$ cat config.mk
export PLATFORM = sky130hd
export DESIGN_NAME = mimi_sram_arbiter
export DESIGN_NICKNAME = d
export VERILOG_FILES = /design/src/rtl/mimi_sram_arbiter.sv
export SDC_FILE = /design/constraint.sdc
export NUM_CORES = 1
export LEC_CHECK = 0
export CORE_AREA = 4 4 144 146
export CTS_CLUSTER_DIAMETER = 120
export CTS_CLUSTER_SIZE = 20
export DETAILED_ROUTE_END_ITERATION = 10
export DIE_AREA = 0 0 148 150
export PLACE_DENSITY = 0.68
export SETUP_SLACK_MARGIN = 0.2
export SYNTH_ARGS = -nofsm -noshare
export SYNTH_HDL_FRONTEND = slang
export SYNTH_SLANG_ARGS = --single-unit
$ cat constraint.sdc
create_clock -name wb_clk_i -period 4 [get_ports wb_clk_i]
set_input_delay 1.2 -clock wb_clk_i [delete_from_list [all_inputs] [get_ports wb_clk_i]]
set_output_delay 1.2 -clock wb_clk_i [all_outputs]
set_load 0.01 [all_outputs]
$ cat src/rtl/mimi_sram_arbiter.sv
// Banked SRAM controller arbitrating a CPU data port and a Wishbone slave port.
// Byte-masked writes are done as read-modify-write because the macros only take full words.
module mimi_sram_arbiter #(
    parameter int unsigned NUM_BANKS  = 4,
    parameter int unsigned BANK_WORDS = 512,
    parameter logic [15:0] WB_BASE    = 16'h3000
) (
    input  logic                          wb_clk_i,
    input  logic                          wb_rst_i,
    input  logic                          cpu_req,
    input  logic [31:0]                   cpu_addr,
    input  logic [3:0]                    cpu_wmask,
    input  logic [31:0]                   cpu_wdata,
    output logic [31:0]                   cpu_rdata,
    output logic                          cpu_ack,
    input  logic                          wbs_cyc_i,
    input  logic                          wbs_stb_i,
    input  logic                          wbs_we_i,
    input  logic [3:0]                    wbs_sel_i,
    input  logic [31:0]                   wbs_adr_i,
    input  logic [31:0]                   wbs_dat_i,
    output logic [31:0]                   wbs_dat_o,
    output logic                          wbs_ack_o,
    output logic [NUM_BANKS-1:0]          sram_en,
    output logic                          sram_wen,
    output logic [$clog2(BANK_WORDS)-1:0] sram_addr,
    output logic [31:0]                   sram_wdata,
    input  logic [NUM_BANKS*32-1:0]       sram_rdata
);

    localparam int unsigned AW = $clog2(NUM_BANKS * BANK_WORDS);
    localparam int unsigned IW = $clog2(BANK_WORDS);
    localparam int unsigned BW = (NUM_BANKS > 1) ? $clog2(NUM_BANKS) : 1;

    typedef enum logic [1:0] {
        S_IDLE,
        S_ACCESS,
        S_MERGE,
        S_DONE
    } state_t;

    typedef enum logic {
        OWN_CPU,
        OWN_WB
    } owner_t;

    state_t          state_q, state_d;
    owner_t          owner_q, last_grant_q, grant_owner;
    logic [BW-1:0]   bank_q;
    logic [IW-1:0]   idx_q;
    logic            oor_q;
    logic [3:0]      mask_q;
    logic [31:0]     wdata_q;

    logic            wb_req;
    logic            any_req;
    logic [31:0]     sel_addr;
    logic [3:0]      sel_mask;
    logic [31:0]     sel_wdata;
    logic            sel_oor;
    logic [AW-1:0]   sel_word;
    logic [BW-1:0]   sel_bank;

    logic [31:0]          bank_rdata;
    logic [NUM_BANKS-1:0] bank_onehot;
    logic [31:0]          merged;

    // Request decode and round-robin tie break
    always_comb begin
        wb_req  = wbs_cyc_i && wbs_stb_i && (wbs_adr_i[31:16] == WB_BASE);
        any_req = cpu_req || wb_req;
        if (cpu_req && wb_req) begin
            grant_owner = (last_grant_q == OWN_CPU) ? OWN_WB : OWN_CPU;
        end else if (wb_req) begin
            grant_owner = OWN_WB;
        end else begin
            grant_owner = OWN_CPU;
        end
        if (grant_owner == OWN_WB) begin
            // Window bits are stripped so only the offset takes part in the range check
            sel_addr  = {16'h0000, wbs_adr_i[15:0]};
            sel_mask  = wbs_sel_i & {4{wbs_we_i}};
            sel_wdata = wbs_dat_i;
        end else begin
            sel_addr  = cpu_addr;
            sel_mask  = cpu_wmask;
            sel_wdata = cpu_wdata;
        end
        sel_oor  = |(sel_addr >> (AW + 2));
        sel_word = sel_addr[AW+1:2];
    end

    if (NUM_BANKS > 1) begin : g_bank
        assign sel_bank = sel_word[AW-1:IW];
    end else begin : g_single
        assign sel_bank = '0;
    end

    always_ff @(posedge wb_clk_i or negedge wb_rst_i) begin
        if (!wb_rst_i) begin
            state_q <= S_IDLE;
        end else begin
            state_q <= state_d;
        end
    end

    always_ff @(posedge wb_clk_i or negedge wb_rst_i) begin
        if (!wb_rst_i) begin
            owner_q      <= OWN_CPU;
            last_grant_q <= OWN_WB;
            bank_q       <= '0;
            idx_q        <= '0;
            oor_q        <= 1'b0;
            mask_q       <= '0;
            wdata_q      <= '0;
        end else if (state_q == S_IDLE && any_req) begin
            owner_q      <= grant_owner;
            last_grant_q <= grant_owner;
            bank_q       <= sel_bank;
            idx_q        <= sel_word[IW-1:0];
            oor_q        <= sel_oor;
            mask_q       <= sel_mask;
            wdata_q      <= sel_wdata;
        end
    end

    always_comb begin
        bank_rdata  = '0;
        bank_onehot = '0;
        for (int unsigned b = 0; b < NUM_BANKS; b++) begin
            if (bank_q == BW'(b)) begin
                bank_rdata     = sram_rdata[32*b +: 32];
                bank_onehot[b] = 1'b1;
            end
        end
        for (int unsigned i = 0; i < 4; i++) begin
            merged[8*i +: 8] = mask_q[i] ? wdata_q[8*i +: 8] : bank_rdata[8*i +: 8];
        end
    end

    always_comb begin
        state_d    = state_q;
        sram_en    = '0;
        sram_wen   = 1'b0;
        sram_addr  = '0;
        sram_wdata = '0;
        cpu_ack    = 1'b0;
        cpu_rdata  = '0;
        wbs_ack_o  = 1'b0;
        wbs_dat_o  = '0;
        case (state_q)
            S_IDLE: begin
                if (any_req) begin
                    state_d = S_ACCESS;
                end
            end
            S_ACCESS: begin
                sram_en   = oor_q ? '0 : bank_onehot;
                sram_addr = idx_q;
                if (mask_q == 4'hF) begin
                    sram_wen   = !oor_q;
                    sram_wdata = wdata_q;
                    state_d    = S_DONE;
                end else if (mask_q == 4'h0) begin
                    state_d = S_DONE;
                end else begin
                    state_d = S_MERGE;
                end
            end
            S_MERGE: begin
                sram_en    = oor_q ? '0 : bank_onehot;
                sram_wen   = !oor_q;
                sram_addr  = idx_q;
                sram_wdata = merged;
                state_d    = S_DONE;
            end
            S_DONE: begin
                if (owner_q == OWN_CPU) begin
                    cpu_ack = 1'b1;
                    if (mask_q == 4'h0 && !oor_q) begin
                        cpu_rdata = bank_rdata;
                    end
                end else begin
                    wbs_ack_o = 1'b1;
                    if (mask_q == 4'h0 && !oor_q) begin
                        wbs_dat_o = bank_rdata;
                    end
                end
                state_d = S_IDLE;
            end
            default: state_d = S_IDLE;
        endcase
    end

endmodule

After elaboration in Yosys (flattened, before gate mapping)
Index checks and enable logic that the tools add are counted.
{ "word_totals": {"input_bits": 270, "reg_bits": 52} }
{ "classes": {"muxes": 38, "n_reduce_logical": 12, "n_eq_ne": 9, "bitwise": 1} }
{ "ops": {"columns": ["operator", "n"], "rows": [
  ["32-bit two-way mux", 12],
  ["32-bit case mux with 2 select lines", 1],
  ["8-bit two-way mux", 4],
  ["19-bit OR reduction", 1],
  ["16-bit by 14-bit == test with 1-bit output, second input constant", 1],
  ["1-bit two-way mux", 14],
  ["4-bit two-way mux", 3],
  ["9-bit two-way mux", 1],
  ["2-bit == test, second input constant", 4],
  ["2-bit case mux with 4 select lines", 1],
  ["1-bit logical AND", 5],
  ["4-bit AND", 1],
  ["2-bit by 1-bit == test with 1-bit output, second input constant", 2],
  ["4-bit == test, second input constant", 1],
  ["2-bit zero test", 2],
  ["4-bit zero test", 1],
  ["2-bit two-way mux", 1],
  ["2-bit != test, second input constant", 1],
  ["1-bit case mux with 2 select lines", 1],
  ["2-bit OR reduction", 1],
  ["1-bit zero test", 1],
  ["1-bit logical OR", 1]
]} }

Depth between registers and ports, before layout
Gate-level depths: netlist of the first run.
{ "depth": {"ltp_word": 8, "mapped_depth": 9} }

Worst setup path after synthesis of the first run
No wires, ideal clock.
{ "synth_timing": {"path_kind": "input port to output port", "startpoint": "input port sram_rdata[112]", "endpoint": "output port sram_wdata[16]", "required_time_ns": 2.800, "slack_ns": 0.659, "cell_stages": 4, "arrival_ns": 2.141, "path_cell_list": "mux4_2 mux2_2 a22oi_1 nor2b_1"} }
{ "synth_between": {"elab_chain_len": 3} }
{ "synth_rtl": {"columns": ["item", "line_no", "rtl"], "rows": [
  ["start: declaration", "28", "input logic [NUM_BANKS*32-1:0] sram_rdata"],
  ["32-bit two-way mux", "131", "if (bank_q == BW'(b)) begin"],
  ["8-bit two-way mux", "137", "merged[8*i +: 8] = mask_q[i] ? wdata_q[8*i +: 8] : bank_rdata[8*i +: 8];"],
  ["32-bit case mux with 2 select lines", "151", "case (state_q)"],
  ["end: declaration", "27", "output logic [31:0] sram_wdata,"]
]} }
Every way passes these cells.

Worst setup path in the final report of the first run
{ "layout_timing": {"startpoint": "register mask_q[1]", "endpoint": "output port wbs_dat_o[24]"} }
{ "layout_between": {"elab_chain_len": 5} }
{ "layout_rtl": {"columns": ["item", "line_no", "rtl"], "rows": [
  ["start: declaration", "52", "logic [3:0] mask_q;"],
  ["start signal: assignment", "122", "mask_q <= sel_mask;"],
  ["4-bit zero test", "185", "if (mask_q == 4'h0 && !oor_q) begin"],
  ["1-bit logical AND", "185", null],
  ["32-bit two-way mux", "185", null],
  ["32-bit two-way mux", "178", "if (owner_q == OWN_CPU) begin"],
  ["32-bit two-way mux", "151", null],
  ["end: declaration", "22", "output logic [31:0] wbs_dat_o,"]
]} }
Every way passes these cells.

==> impl_metrics.yaml, run 1 <==
global_route:
  grt_overflow: 0
  grt_pass1_wl_mm: 33.00
  antenna_found_initial: 2
  grt_max_degree: 51
  grt_use_total_pct: 19.61
  grt_pass1_vias: 5531
worst_setup_path:
  crit_arrival_ns: 2.63
  crit_fanout: 5
  criticalPathCategory: "flip-flop to output port"
  end_kind: "output port"
  critPathLaunchType: "flip-flop"
  crit_required_ns: 2.80
timing:
  timing.final.crit_share_pct: 95.79
  maxSlewHeadroom_pct: 41.42
  fmax_mhz: 261.0
  hold_violations: 0
  tns_ns: 0
  worstMarginPinSlew_ns: 0.8786
  slew_viol_final: 0
  setup_ws_ns: 0.1683
  clock_skew_ns: 0.004584
  rsz0062_at_grt: "true"
  finalSetupViolCount: 0
  fin_hold_ws_ns: 0.4929
  period_needed_ns: 3.832
synth:
  synth.distinct_cells: 37
  syn_avg_cell_area_um2: 11.13
  synth-seq-cells: 52
  synth_edf_count: 0
  ys.warnings.count: 0
  synth_seq_area_share_pct: 26.85
  synthCells: 436
  synth_flop_cell: "dfrtp_1"
  synthArstFlopShare_pct: 100.0
  syn_area_mm2: 0.004851
  synth_fp_nets: 711
power_and_ir_drop:
  netSwitchingPower_mw: 1.775
  p_sw_share_pct: 38.60
  seqPwrFrac_pct: 22.1
  power_leakage_nw: 4.120
  power_density_mw_per_mm2: 493.5
  p_comb_share_pct: 68.1
  internal_power_mw: 2.823
  ir_worst_vdd_uv: 209.0
  power_frac_clock_pct: 9.8
clock_network:
  htreeDepth: 2
  clock-sinks: 52
  cts_buffers: 5
  clockRootBuffer: "clkbuf_16"
  ctsHoldBuffers: 0
  clk_path_buf_depth: 2
  clk_latency_ns: 0.30
  cts_tree: "done"
  clk_pin_slew_ns: 0.07
floorplan:
  rows: 51
  pin_count: 382
  core_mm2: 0.01940
  start_util_pct: 25.01
  dieArea_mm2: 0.02220
  die_h_um: 150
  die_w_um: 148
finish:
  drive_gt1_share_pct: 32.69
  instances_no_fill: 1099
  fin_nets: 1106
  area_delta_synth_final_pct: 92.08
  utilization_pct: 48.03
  layout_common_cells: "clkdlybuf4s50_1, dlygate4sd2_1, mux2_2"
  final_common_cell: "clkdlybuf4s50_1"
min_path:
  hp-class: "flip-flop to flip-flop"
placed_design:
  dp_cells: 1065
  numPortBuffers: 377
  dp_slack_ns: -0.4845
  gp_congestion: 0.7792
  dp_hpwl_mm: 17.49
drt:
  dr.first_iter.drc_count: 140
  post-route-drc-count: 0
  viasPerCell: 4.761
  post_drt_wl_per_cell_um: 20.87
  vias: 5232
  drt_pass1_iterations: 4
  ant_nets: 0
  drt-total-wl_mm: 22.93
run:
  max_cap_viol_count: 0
outcome:
  status: "finished clean"
critical path, stage by stage (launching register included):
cell and delay (ns):
dfrtp_1 0.38, or4_4 0.61, or4b_4 0.56, buf_4 0.18, buf_4 0.14, nor2b_2 0.16, dlygate4sd2_1 0.30
what timing repair did:
item / 4_1_cts / 5_1_grt
setup endpoints to repair: 96 / 55
setup buffers: 18 / 4
pin swaps: 30 / 22
cloned: 2 / 0
gates resized for setup: 320 / 59
flip-flops by register name, summed over array words and instances (netlist names):
signal        cells
idx_q             9
bank_q            2
mask_q            4
wdata_q          32
last_grant_q      1
state_q           2
owner_q           1
oor_q             1
area by class of cell:
class                   count  area [um2]
flip-flops and latches     52        1305
repair buffers            424        3963
diodes                      2       5.005
clock buffers               6       138.9
multi-input cells         334        3512
fillers                  1927       10080
well taps                 265       331.6
inverters                  14       52.55
clock inverters             2       10.01
through the flow:
stage | cell area (um2) | total power, mW
after global routing | 9318 | 4.910
final | 9318 | 4.598
after floorplan | 4851 | 2.655
after global placement | 9017 | 3.912
after detailed placement | 9017 | 3.948
after CTS | 9243 | 4.613
power by group through the flow:
| stage | clock network (mW) | registers, mW | logic (mW) |
|---|---|---|---|
| 3_3_place_gp | 0 | 0.994 | 2.92 |
| 6_report | 0.452 | 1.02 | 3.13 |
| 5_1_grt | 0.487 | 1.05 | 3.37 |
| 3_5_place_dp | 0 | 1.00 | 2.94 |
| 2_1_floorplan | 0 | 0.895 | 1.76 |
| 4_1_cts | 0.467 | 1.01 | 3.13 |
cell usage after synthesis, types with 2 or more instances:
| library cell | number | area share (%) |
|---|---|---|
| mux2_1 | 2 | 0.46 |
| nor3_1 | 3 | 0.31 |
| buf_6 | 5 | 1.2 |
| mux2i_1 | 5 | 1.0 |
| mux4_2 | 32 | 15 |
| a22o_1 | 2 | 0.36 |
| mux2_2 | 108 | 25 |
| nand2b_1 | 2 | 0.26 |
| inv_1 | 14 | 1.1 |
| a22oi_1 | 18 | 2.8 |
| nand4_1 | 2 | 0.26 |
| ha_1 | 5 | 1.3 |
| nor3b_1 | 2 | 0.31 |
| nor4_1 | 8 | 1.0 |
| clkbuf_1 | 14 | 1.1 |
| buf_2 | 11 | 1.1 |
| buf_1 | 2 | 0.15 |
| nor2b_1 | 62 | 8.0 |
| nand2_1 | 5 | 0.39 |
| buf_4 | 6 | 0.93 |
| and2_1 | 42 | 5.4 |
| dfrtp_1 | 51 | 26 |
| o32a_1 | 2 | 0.41 |
| a32oi_1 | 14 | 2.5 |
| nor2_1 | 7 | 0.54 |
path summary, 6_finish.rpt:
kind | startpoint | endpoint | slack (ns) | cells after the start
worst max-delay path | mask_q[1] | wbs_dat_o[24] | 0.17 | 6
worst max register to register | state_q[1] | wdata_q[31] | 2.28 | 5
worst min register to register | idx_q[8] | idx_q[8] | 0.49 | 1
max in group asynchronous | wb_rst_i | last_grant_q | 2.14 | 2
min in group asynchronous | wb_rst_i | wdata_q[6] | 1.02 | 1
worst min-delay path | idx_q[8] | idx_q[8] | 0.49 | 1
cell families (layout without fill, tap and decap cells):
logic type	Yosys count	count (layout)	synth area share, %
other	0	2	0
buffers and inverters	52	446	5.545
AOI/OAI and AO/OA	39	39	6.706
muxes	147	147	41.42
DFF	52	52	26.85
and+or+nand+nor	141	143	18.18
adders and majority gates	5	5	1.290
routing by layer:
metal / track usage (%) / part of all wire [%] / up-vias
li1: - / - / 2410
met2: 35.85 / 52 / 238
met4: 4.804 / 1.6 / 0
met3: 5.148 / 8.5 / 24
met1: 22.87 / 38 / 2560
met5: 0 / 0 / -
Note: power is estimated with default switching activity, not from simulation.
==> run 2, diff against run 1 <==
--- a/config.mk
+++ b/config.mk
@@ -5,13 +5,15 @@
 export SDC_FILE = /design/constraint.sdc
 export NUM_CORES = 1
 export LEC_CHECK = 0
+export ABC_AREA = 1
 export CORE_AREA = 4 4 144 146
 export CTS_CLUSTER_DIAMETER = 120
 export CTS_CLUSTER_SIZE = 20
 export DETAILED_ROUTE_END_ITERATION = 10
 export DIE_AREA = 0 0 148 150
-export PLACE_DENSITY = 0.68
+export PLACE_DENSITY = 0.72
 export SETUP_SLACK_MARGIN = 0.2
+export SLEW_MARGIN = 20
 export SYNTH_ARGS = -nofsm -noshare
 export SYNTH_HDL_FRONTEND = slang
 export SYNTH_SLANG_ARGS = --single-unit
==> run 2 against run 1 <==
- non-clock buffer count decreased by 19
- final cell count rose by 48%
- synthesized cell count grew 130%
- flip-flop and latch count is the same
- combinational power increased by 2%
- global-route usage up 1.5 points
- total power rose by 1.1%
- worst hold slack got worse by 0.022 ns
- clock power fell by 6.6%
- routed wire length is 11% higher
- worst setup slack gained 0.054 ns
- die area unchanged
- largest power group unchanged
==> impl_metrics.yaml, run 2 <==
outcome:
  status: "finished clean"
synth:
  synth_top_area_share_pct: 23.98
  syn_area_mm2: 0.005446
  synth.distinct_cells: 26
  synth_seq_area_share_pct: 23.91
  ys.warnings.count: 0
  synthCells: 1017
  yosys-top-cells-count: "nand2_1, inv_1, nor2_1"
  synth_edf_count: 0
  synth_area_leaders: "nand2_1, dfrtp_1, inv_1"
  synth-seq-cells: 52
  synth_fp_nets: 1292
  synth.largest_area_cell: "nand2_1"
  yosys.cell_count.top_type: "nand2_1"
  synthArstFlopShare_pct: 100.0
  synth_flop_cell: "dfrtp_1"
  syn_avg_cell_area_um2: 5.355
finish:
  largest_reg_flops: 32
  area_delta_synth_final_pct: 75.65
  antennaDiodeCount: 0
  top_register: "wdata_q"
  fin_nets: 1638
  layout_common_cells: "nand2_1, clkdlybuf4s50_1, inv_1"
  final_common_cell: "nand2_1"
  reg.largest.list: "wdata_q: 32 flops, idx_q: 9 flops, mask_q: 4 flops"
  drive_gt1_share_pct: 7.551
worst_setup_path:
  critPathLaunchType: "primary input"
  crit_path_frequent_cell: "nand2_1"
  crit_arrival_ns: 2.58
  r2r_end: "mask_q[3]"
  criticalPathCategory: "primary input to output port"
  r2r_slack_ns: 2.10
  crit_required_ns: 2.80
  r2r-start: "state_q[0]"
  path_delay_family: "buffers and inverters"
  path_cells: "clkdlybuf4s50_1 > inv_1 > nand2_1 > o21ai_1 > o21ai_2 > nand2_1 > a21oi_1 > dlygate4sd2_1"
  cpMaxStageDelayCell: "clkdlybuf4s50_1"
  rr_worst_depth: 7
  end_kind: "output port"
  critical_path.max_stage_delay_ns: 0.46
  cp.buffers_inverters: 3
  crit_fanout: 2
run:
  max_cap_viol_count: 0
clock_network:
  clk_pin_slew_ns: 0.07
  cts_tree: "done"
  clk_path_buf_depth: 2
  clockRootBuffer: "clkbuf_16"
  htreeDepth: 2
  cts_buffers: 5
  ctsHoldBuffers: 0
  clock-sinks: 52
  clk_latency_ns: 0.29
drt:
  drt-total-wl_mm: 25.51
  drt_pass1_iterations: 5
  post-route-drc-count: 0
  ant_nets: 0
  vias: 7628
  post_drt_wl_per_cell_um: 15.66
  viasPerCell: 4.683
  dr.first_iter.drc_count: 420
timing:
  setup_ws_ns: 0.2220
  clock_skew_ns: 0.003345
  hold_violations: 0
  tns_ns: 0
  timing.final.crit_share_pct: 94.45
  period_needed_ns: 3.778
  fmax_mhz: 264.7
  rsz0062_at_grt: "true"
  slew_viol_final: 0
  maxSlewHeadroom_pct: 50.53
  finalSetupViolCount: 0
  worstMarginPinSlew_ns: 0.7421
floorplan:
  die_w_um: 148
  dieArea_mm2: 0.02220
  core_mm2: 0.01940
  die_h_um: 150
  rows: 51
  pin_count: 382
  start_util_pct: 28.08
power_and_ir_drop:
  seqPwrFrac_pct: 22.2
  p_comb_share_pct: 68.7
  ir_worst_vdd_uv: 265.0
  p_sw_share_pct: 50.98
  power_density_mw_per_mm2: 486.0
  power_frac_clock_pct: 9.1
  power_leakage_nw: 4.850
  netSwitchingPower_mw: 2.371
  internal_power_mw: 2.279
placed_design:
  gp_congestion: 0.8582
  dp_slack_ns: -0.1353
  dp_hpwl_mm: 20.16
  numPortBuffers: 377
min_path:
  hold_end: "last_grant_q"
  holdPathStages: 2
  hp-class: "flip-flop to flip-flop"
  hold_start: "last_grant_q"
global_route:
  antenna_found_initial: 0
  grt_pass1_vias: 7087
  grt_overflow: 0
  grt_max_degree: 50
  grt_pass1_wl_mm: 37.70
  grt_use_total_pct: 21.09
## run 2: cells by family after synthesis
group	Yosys count	synth area share (%)
DFF	52	23.91
AOI/OAI and AO/OA	114	10.54
buffers and inverters	216	15.83
adders and majority gates	5	1.149
and+or+nand+nor	630	48.56
## run 2: worst register-to-register path, cell delays in order (launching register included)
cell,delay (ns)
dfrtp_1,0.43
inv_1,0.14
ha_1,0.27
inv_1,0.10
a21oi_4,0.36
buf_12,0.26
nand3_1,0.19
nand2_1,0.09
## run 2: routing by layer
metal	global-route usage, %	up-vias	wire (um)
met1	27.69	3456	10750
met4	4.573	0	500
met2	35.44	290	12040
met5	0	-	0
met3	4.967	28	2215
li1	-	3854	-
## run 2: worst max path at each step
stage,startpoint,to,slack (ns),cells after the start
6_report,sram_rdata[19],sram_wdata[19],0.22,8
2_1_floorplan,sram_rdata[20],sram_wdata[20],1.07,6
3_3_place_gp,sram_rdata[78],sram_wdata[14],-0.15,8
3_5_place_dp,sram_rdata[17],sram_wdata[17],-0.14,8
5_1_grt,sram_rdata[24],cpu_rdata[24],0.11,9
4_1_cts,sram_rdata[30],cpu_rdata[30],0.03,8
## run 2: per-stage QoR
stage | area, um2 | util (%) | hold WS, ns | total power, mW | cells
floorplan | 5446 | - | 0.4432 | 2.723 | 1017
global placement | 9474 | 48.84 | 0.4602 | 4.139 | 1615
detailed placement | 9474 | 48.84 | 0.4651 | 4.188 | 1615
CTS | 9583 | 49.40 | 0.4734 | 4.618 | 1628
global route | 9567 | 49.32 | 0.4962 | 5.089 | 1629
finish | 9567 | 49.32 | 0.4707 | 4.650 | 1629
## run 2: layout make-up
type,instances,area (um2)
sequential,52,1304
clock inverter,2,12.51
clock buffer,6,128.9
fill,2076,9832
tap,265,331.6
timing repair buffer,405,3835
multi-input combinational,749,3388
inverter,150,566.8
## run 2: repair_timing
item	CTS	global route
resized for setup	112	70
pin swaps	4	3
setup endpoints to repair	96	78
setup buffers	5	1
## run 2: power by group through the flow
stage | logic [mW] | registers, mW | clock network (mW)
6_report | 3.20 | 1.03 | 0.422
3_5_place_dp | 3.16 | 1.03 | 0
4_1_cts | 3.17 | 1.02 | 0.426
2_1_floorplan | 1.81 | 0.913 | 0
5_1_grt | 3.57 | 1.06 | 0.454
3_3_place_gp | 3.11 | 1.03 | 0
